$ cat config.mk
export PLATFORM = sky130hd
export DESIGN_NAME = dcache_ctrl_param
export DESIGN_NICKNAME = d
export VERILOG_FILES = /design/src/rtl/dcache_ctrl_param.sv
export SDC_FILE = /design/constraint.sdc
export NUM_CORES = 2
export LEC_CHECK = 0
export CORE_MARGIN = 4
export CORE_UTILIZATION = 50
export CTS_CLUSTER_DIAMETER = 100
export DETAILED_ROUTE_END_ITERATION = 6
export PLACE_DENSITY = 0.77
export SLEW_MARGIN = 0
export SYNTH_ARGS = -nofsm -noshare
export SYNTH_HDL_FRONTEND = slang
export SYNTH_SLANG_ARGS = --single-unit
$ cat constraint.sdc
create_clock -name CLOCK -period 4.7 [get_ports CLOCK]
set_input_delay 0.94 -clock CLOCK [delete_from_list [all_inputs] [get_ports CLOCK]]
set_output_delay 0.94 -clock CLOCK [all_outputs]
set_load 0.02 [all_outputs]
$ cat src/rtl/dcache_ctrl_param.sv
// Parametrised write-back, direct-mapped data cache controller: extended loads,
// byte-enable stores, misalignment detection and a refill/write-back FSM.
module dcache_ctrl_param #(
  parameter int NUM_SETS   = 8,
  parameter int LINE_WORDS = 4
) (
  input  logic                               CLOCK,
  input  logic                               RESET,
  input  logic                               READ_EN,
  input  logic                               WRITE_EN,
  input  logic [31:0]                        ADDRESS,
  input  logic [31:0]                        WRITEDATA,
  input  logic [2:0]                         FUNC3,
  output logic [31:0]                        READ_DATA,
  output logic                               BUSYWAIT,
  output logic                               MISALIGN,
  output logic                               MEM_READ,
  output logic                               MEM_WRITE,
  output logic [29-$clog2(LINE_WORDS):0]     MEM_ADDRESS,
  output logic [32*LINE_WORDS-1:0]           MEM_WRITEDATA,
  input  logic [32*LINE_WORDS-1:0]           MEM_READDATA,
  input  logic                               MEM_BUSYWAIT
);
  localparam int OFF_W  = $clog2(LINE_WORDS) + 2;
  localparam int IDX_W  = $clog2(NUM_SETS);
  localparam int TAG_W  = 32 - IDX_W - OFF_W;
  localparam int WSEL_W = (LINE_WORDS > 1) ? $clog2(LINE_WORDS) : 1;
  localparam int LINE_W = 32 * LINE_WORDS;

  typedef enum logic [1:0] {IDLE, WRITEBACK, ALLOCATE} state_t;

  state_t              state;
  logic [TAG_W-1:0]    tag_arr  [NUM_SETS];
  logic [LINE_W-1:0]   data_arr [NUM_SETS];
  logic [NUM_SETS-1:0] valid;
  logic [NUM_SETS-1:0] dirty;
  logic [TAG_W-1:0]    req_tag;
  logic [IDX_W-1:0]    req_idx;
  logic                mem_seen;

  logic [TAG_W-1:0]  a_tag;
  logic [IDX_W-1:0]  a_idx;
  logic [WSEL_W-1:0] a_word;
  logic [1:0]        a_byte;

  assign a_tag  = ADDRESS[31 -: TAG_W];
  assign a_idx  = ADDRESS[OFF_W +: IDX_W];
  assign a_byte = ADDRESS[1:0];

  generate
    if (LINE_WORDS > 1) begin : g_wsel
      assign a_word = ADDRESS[OFF_W-1:2];
    end else begin : g_wsel_single
      assign a_word = '0;
    end
  endgenerate

  logic        req, mis, hit, done, store_hit, alloc_done;
  logic [31:0] cur_word, load_word, store_word, st_data, be_mask;
  logic [3:0]  be;
  logic [7:0]  sel_b;
  logic [15:0] sel_h;

  always_comb begin
    req = READ_EN | WRITE_EN;
    mis = 1'b0;
    if ((FUNC3 == 3'b001 || FUNC3 == 3'b101) && a_byte[0]) mis = 1'b1;
    if (FUNC3 == 3'b010 && a_byte != 2'b00) mis = 1'b1;
    hit      = valid[a_idx] && (tag_arr[a_idx] == a_tag);
    cur_word = data_arr[a_idx][{a_word, 5'd0} +: 32];
    sel_b    = cur_word[{a_byte, 3'd0} +: 8];
    sel_h    = cur_word[{a_byte[1], 4'd0} +: 16];
    case (FUNC3)
      3'b000:  load_word = {{24{sel_b[7]}}, sel_b};
      3'b100:  load_word = {24'd0, sel_b};
      3'b001:  load_word = {{16{sel_h[15]}}, sel_h};
      3'b101:  load_word = {16'd0, sel_h};
      default: load_word = cur_word;
    endcase
    case (FUNC3)
      3'b000: begin
        be      = 4'b0001 << a_byte;
        st_data = {4{WRITEDATA[7:0]}};
      end
      3'b001: begin
        be      = 4'b0011 << a_byte;
        st_data = {2{WRITEDATA[15:0]}};
      end
      default: begin
        be      = 4'b1111;
        st_data = WRITEDATA;
      end
    endcase
    be_mask    = {{8{be[3]}}, {8{be[2]}}, {8{be[1]}}, {8{be[0]}}};
    store_word = (cur_word & ~be_mask) | (st_data & be_mask);
    done       = mem_seen && !MEM_BUSYWAIT;
    store_hit  = (state == IDLE) && WRITE_EN && !mis && hit;
    alloc_done = (state == ALLOCATE) && done;
  end

  assign MISALIGN  = RESET && req && mis;
  assign BUSYWAIT  = RESET && ((state != IDLE) || (req && !mis && !hit));
  assign READ_DATA = (READ_EN && !WRITE_EN && !mis && hit && state == IDLE) ? load_word : '0;

  always_ff @(posedge CLOCK) begin
    if (alloc_done) begin
      data_arr[req_idx] <= MEM_READDATA;
      tag_arr[req_idx]  <= req_tag;
    end else if (store_hit) begin
      data_arr[a_idx][{a_word, 5'd0} +: 32] <= store_word;
    end
  end

  // The missing line's tag/index are latched so the refill completes even if the request drops.
  always_ff @(posedge CLOCK or negedge RESET) begin
    if (!RESET) begin
      state         <= IDLE;
      valid         <= '0;
      dirty         <= '0;
      MEM_READ      <= 1'b0;
      MEM_WRITE     <= 1'b0;
      MEM_ADDRESS   <= '0;
      MEM_WRITEDATA <= '0;
      req_tag       <= '0;
      req_idx       <= '0;
      mem_seen      <= 1'b0;
    end else begin
      unique case (state)
        IDLE: begin
          mem_seen <= 1'b0;
          if (store_hit) begin
            dirty[a_idx] <= 1'b1;
          end else if (req && !mis && !hit) begin
            req_tag <= a_tag;
            req_idx <= a_idx;
            if (valid[a_idx] && dirty[a_idx]) begin
              state         <= WRITEBACK;
              MEM_WRITE     <= 1'b1;
              MEM_ADDRESS   <= {tag_arr[a_idx], a_idx};
              MEM_WRITEDATA <= data_arr[a_idx];
            end else begin
              state       <= ALLOCATE;
              MEM_READ    <= 1'b1;
              MEM_ADDRESS <= {a_tag, a_idx};
            end
          end
        end
        WRITEBACK: begin
          if (done) begin
            state       <= ALLOCATE;
            MEM_WRITE   <= 1'b0;
            MEM_READ    <= 1'b1;
            MEM_ADDRESS <= {req_tag, req_idx};
            mem_seen    <= 1'b0;
          end else if (MEM_BUSYWAIT) begin
            mem_seen <= 1'b1;
          end
        end
        ALLOCATE: begin
          if (done) begin
            state          <= IDLE;
            MEM_READ       <= 1'b0;
            valid[req_idx] <= 1'b1;
            dirty[req_idx] <= 1'b0;
            mem_seen       <= 1'b0;
          end else if (MEM_BUSYWAIT) begin
            mem_seen <= 1'b1;
          end
        end
        default: state <= IDLE;
      endcase
    end
  end
endmodule

==> Yosys cells after proc, flatten, opt, wreduce, memory -nomap -nowiden <==
Memories as Yosys holds them, arrays and structs flattened.
Cells that the tools add are included.
{ "op_classes": {"n_addsub": 1, "order_cmp": 4, "eq_ne": 15, "n_shift": 7, "n_mux": 49, "n_bitwise": 10, "n_reduce_logical": 45} }
{ "ops": {"columns": ["cell", "n"], "rows": [
  ["two-way mux 128 bit", 3],
  ["case mux 32 bit (4 select lines)", 1],
  ["OR reduction 128 bit", 1],
  ["variable shift 32 x 9 -> 128 bit, first input constant", 1],
  ["variable part select 128 x 8 -> 32 bit", 1],
  ["variable part select 32 x 9 -> 128 bit", 1],
  ["two-way mux 28 bit", 4],
  ["AND 32 bit", 2],
  ["case mux 32 bit (2 select lines)", 1],
  ["case mux 28 bit (2 select lines)", 1],
  ["two-way mux 32 bit", 1],
  ["NOT 32 bit", 1],
  ["OR 32 bit", 1],
  ["variable part select 32 x 6 -> 16 bit", 1],
  ["variable part select 32 x 6 -> 8 bit", 1],
  ["equality test 25 bit", 1],
  ["logical AND 1 bit", 20],
  ["two-way mux 1 bit", 20],
  ["two-way mux 8 bit", 2],
  ["OR 8 bit", 2],
  ["case mux 8 bit (2 select lines)", 1],
  ["AND reduction 4 bit", 3],
  ["two-way mux 2 bit", 5],
  ["inequality test 2 bit, second input constant", 5],
  ["other kinds (34)", 51]
]} }
{ "totals": {"ff_bits": 205, "ramBits": 1224, "input_bits": 200, "out_inout_bits": 192, "elab_cells": 143, "mem_count": 2} }
{ "memory_table": {"columns": ["name", "words", "width", "read_ports", "rd_clocked_by_memory_dff", "wr", "line", "source"], "rows": [
  ["data_arr", 8, 128, 1, 0, 1, "34", "logic [LINE_W-1:0] data_arr [NUM_SETS];"],
  ["tag_arr", 8, 25, 1, 0, 1, "33", "logic [TAG_W-1:0] tag_arr [NUM_SETS];"]
]} }

==> Longest topological paths before layout <==
{ "logic_depth": {"ltp_word": 13, "ltp_mapped": 17} }

==> Worst setup path after synthesis <==
No wires, ideal clock.
{ "synth_timing": {"path_type": "in2reg", "start": "input ADDRESS[4]", "end": "memory data_arr[1][0] (netlist name), enable pin", "arrival_ps": 4944, "path_slack_ps": -676, "stages": 10, "n_path_buf": 2, "cell_sequence": "buf_4 mux4_2 mux2i_4 xor2_1 or3b_1 nor4_2 nand4_2 clkbuf_1 o31a_1 a21oi_1"} }
{ "synth_via": {"elab_chain_len": 9, "word_cells_on_any_way": 12} }
{ "synth_rtl": {"columns": ["item", "line", "source"], "rows": [
  ["from (decl)", "11", "input logic [31:0] ADDRESS,"],
  ["memory (8 x 25 bit) or binary-select mux 1 bit (select 3 bit) (tied branches)", null, null],
  ["equality test 25 bit or two-way mux 1 bit (tied branches)", "69", "hit = valid[a_idx] && (tag_arr[a_idx] == a_tag);"],
  ["logical AND 1 bit", "69", null],
  ["logical AND 1 bit", "97", "store_hit = (state == IDLE) && WRITE_EN && !mis && hit;"],
  ["two-way mux 1 bit", "109", "end else if (store_hit) begin"],
  ["two-way mux 1 bit", "106", "if (alloc_done) begin"],
  ["two-way mux 128 bit (implied by the code)", "110", "data_arr[a_idx][{a_word, 5'd0} +: 32] <= store_word;"],
  ["OR reduction 128 bit (no line)", null, null],
  ["two-way mux 3 bit (no line) or two-way mux 128 bit (tied branches)", null, null],
  ["to (decl)", "34", null]
]} }
Parallel ways exist; a longest one is shown, timed or not. The select of a mux whose other input is x is not followed.

==> Final worst setup path <==
{ "layout_timing": {"start": "input ADDRESS[6]", "end": "output READ_DATA[13]"} }
{ "layout_via": {"elab_chain_len": 6, "word_cells_on_any_way": 13} }
{ "layout_rtl": {"columns": ["item", "line", "source"], "rows": [
  ["branches (longest 5 deep; another with memory (8 x 128 bit))", null, null],
  ["two-way mux 32 bit *", "103", "assign READ_DATA = (READ_EN && !WRITE_EN && !mis && hit && state == IDLE) ? load_word : '0;"],
  ["to (decl)", "14", "output logic [31:0] READ_DATA,"]
]} }
Mark *: on every way between the ends. The select of a mux whose other input is x is not followed.

==> key figures <==
STA
  – Crit share post-route: 108%
  – Fmax: 0.197 GHz
  – Slew HR: 18.3%
  – Tightest Pin Transition: 1230 ps
  – Max-slew violation count: 0
  – TNS Setup: -9250 ps
  – Final setup vio count: 32
  – Worst setup margin: -371 ps
  – Final min period: 5070 ps
  – Final Hold Fails: 0
  – Setup Skew: 50.1 ps
  – Min Hold Slack: 462 ps
  – RSZ-0062 raised after global routing: yes

Synthesis
  – Synth warn: 0
  – Mapped Area: 59,400 µm²
  – Yosys cell types: 95
  – Flop and latch count out of synthesis: 1,429
  – Area leader, netlist: edfxtp_1
  – Share of the synthesized area in the top cell type: 61.8%
  – Ys async rst share: 14.3%
  – Synthesized area per cell: 15.9 µm²
  – Register area share after synthesis: 70.5%
  – Top cells by area, synth: edfxtp_1 62%, dfrtp_1 8.6%, a22oi_1 3.7%
  – Post-Syn Nets: 3,946
  – Cells after Synth: 3,737
  – EDFF count, synth: 1,224
  – Synth Flop Type: edfxtp_1

Setup path
  – CP endpoint: READ_DATA[13]
  – R2R setup slack: 550 ps
  – FF-to-FF End: data_arr[1][8]$_DFFE_PP_
  – CP Launch Type: primary input
  – Reg2Reg Depth: 13
  – Critical Path Source: ADDRESS[6]
  – Worst EP required: 3760 ps
  – Critical Path AT: 4130 ps
  – CP Capture Type: output pin
  – Crit path max fanout: 16
  – Crit path kind: in -> out
  – R2R Path Start: tag_arr[7][19]$_DFFE_PP_

Clock tree
  – CTS tree: built
  – H-tree depth: 4
  – Number of buffers created by CTS: 145
  – Root buf cell: clkbuf_16
  – Clk Latency, worst-skew pair: 780 ps
  – Num Clock Sinks: 1,429
  – CTS clk-pin slew, worst paths: 60 ps
  – Clk buf depth: 3

Place
  – Placed insts: 6,142
  – HPWL Detailed: 142 mm
  – Buffers on Ports: 391
  – RePlAce Congestion: 0.995
  – DP Worst Slack: -1070 ps

Min path
  – Min-Delay Path Class: reg -> reg

Floorplanning
  – Die Footprint: 124,000 µm²
  – Die width: 353 µm
  – Starting Density: 50.3%
  – CORE AREA: 118,000 µm²
  – Row Count: 126
  – Die Ht: 353 µm
  – I/O Pins: 392

Power and ir drop
  – Pwr dens: 412 nW/µm²
  – Peak VDD IR: 0.368 mV
  – Pleak: 27.8 nW

Routing
  – Via Count: 43,400
  – 1st-iter DRT viols: 7,527
  – Vias per cell: 6.75
  – Routed WL: 219 mm
  – TritonRoute pass-1 iters: 6
  – Routed Antenna Nets: 0
  – Per-cell routed wire length: 33.9 µm
  – DRC Markers: 0

Cells and area
  – Most common cell after layout, fill and taps aside: edfxtp_1
  – Area Growth Syn to Fin: 30.4%
  – Post-Layout Cell Count: 6,441
  – Most frequent cells in the layout: 1,224 x edfxtp_1, 628 x buf_4, 352 x clkdlybuf4s50_1, 290 x a22oi_1, 205 x dfrtp_1
  – Fill count: 7,549
  – Post-layout util: 65.6%
  – Layout cells sized above 1: 30.6%
  – FF+latch area: 41,900 µm²
  – Nets@finish: 4,993
  – Multi-input logic area: 16,700 µm²

Outcome
  – Outcome: complete, but fails checks
  – Failing checks: negative setup slack

Job
  – MaxCap Viol Count: 0

Global routing
  – Gr usage total: 34.1%
  – Grt ovf: 0
  – Initial antenna violation count: 9
  – First-pass GRT wire length: 306 mm
  – Pin count of the biggest net entering global routing: 91
  – Vias in the first global route: 43,300
-- cell usage after synthesis (10+ instances only) --
library cell	n
a221oi_1	85
a221o_1	16
mux4_2	76
nor4_1	77
o21a_1	12
mux2_4	52
edfxtp_1	1224
or2_2	14
a22oi_1	291
nor3_1	27
a222oi_1	15
mux2_2	176
a21oi_1	85
mux2i_1	131
buf_2	83
dfrtp_1	205
o22ai_1	31
o21ai_1	15
inv_1	85
a22o_1	10
clkbuf_1	117
and4_1	29
and2_1	13
nand3_1	44
nor2_1	77
o221ai_1	15
buf_6	27
a21o_1	72
mux2_1	11
nand2_1	156
buf_4	33
nand2b_1	18
a211oi_1	15
o21ai_0	179
nand4_1	35
nor2b_1	12
-- per-layer routing --
metal  part of all wire [%]  vias to the layer above  track usage (%)
li1                       -                    17100                -
met1                     32                    21100             42.0
met2                     44                     4308             52.2
met3                     16                      958             12.6
met4                    7.0                        8             19.0
met5                  0.084                        -                0
-- area by class of cell --
cell class	count	area share [%]
clock buffers	179	5.02
diodes	6	0.0194
inverters	89	0.434
well taps	1536	2.48
repair buffers	1173	15.2
clock inverters	83	1.24
multi-input cells	1946	21.5
flip-flops and latches	1429	54.1
-- power by group --
part           switching [mW]  leakage [nW]  internal, mW
Sequential              0.526          13.4          14.7
Combinational            2.76          12.0          2.02
Clock                    5.03          2.36          6.87
-- state kept, by name, summed over array words and instances, names as in the netlist --
register,count
tag_arr,200
state,2
MEM_ADDRESS,28
data_arr,1024
req_idx,3
MEM_READ,1
MEM_WRITEDATA,128
MEM_WRITE,1
dirty,8
req_tag,25
valid,8
mem_seen,1
-- worst min path at each step --
stage / from / depth (start not counted) / end / slack (ps)
2_1_floorplan: valid[4]$_DFFE_PN0P_ / 1 / valid[4]$_DFFE_PN0P_ / 430
3_3_place_gp: valid[4]$_DFFE_PN0P_ / 1 / valid[4]$_DFFE_PN0P_ / 450
3_5_place_dp: valid[3]$_DFFE_PN0P_ / 1 / valid[3]$_DFFE_PN0P_ / 450
4_1_cts: valid[3]$_DFFE_PN0P_ / 1 / valid[3]$_DFFE_PN0P_ / 460
5_1_grt: valid[3]$_DFFE_PN0P_ / 1 / valid[3]$_DFFE_PN0P_ / 470
6_report: valid[3]$_DFFE_PN0P_ / 1 / valid[3]$_DFFE_PN0P_ / 460
-- worst max-delay path, cell delays in order --
cell and delay, ps:
clkbuf_16 200, buf_4 160, mux2_2 330, o22ai_2 160, or3_1 160, o211ai_1 130, or4_4 590, nor4_4 380
nand4b_1 210, buf_6 230, clkbuf_16 190, a31oi_4 190, buf_6 130, buf_6 110
-- cells by family after synthesis --
group	Yosys count	synth area share, %
muxes	452	10.1
AOI/OAI and AO/OA	918	10.9
buffers and inverters	362	3.09
and+or+nand+nor	556	5.10
adders and majority gates	9	0.189
xor gates and xnor gates	11	0.162
DFF	1429	70.5
-- timing repair --
item / CTS / global route
hold buffers: 1 / 0
endpoints found under the setup margin: 33 / 33
buffers inserted: 12 / 15
pin swaps: 9 / 19
hold endpoints to repair: 7 / 0
gates cloned: 4 / 5
resized for setup: 199 / 65
-- per-stage QoR --
step                cell area (µm²)  total power, mW
finish                        77500             31.9
global route                  77500             32.6
CTS                           76900             31.7
detailed placement            71600             20.0
global placement              71600             19.8
floorplan                     59400             17.3
(Power assumes the default switching activity.)
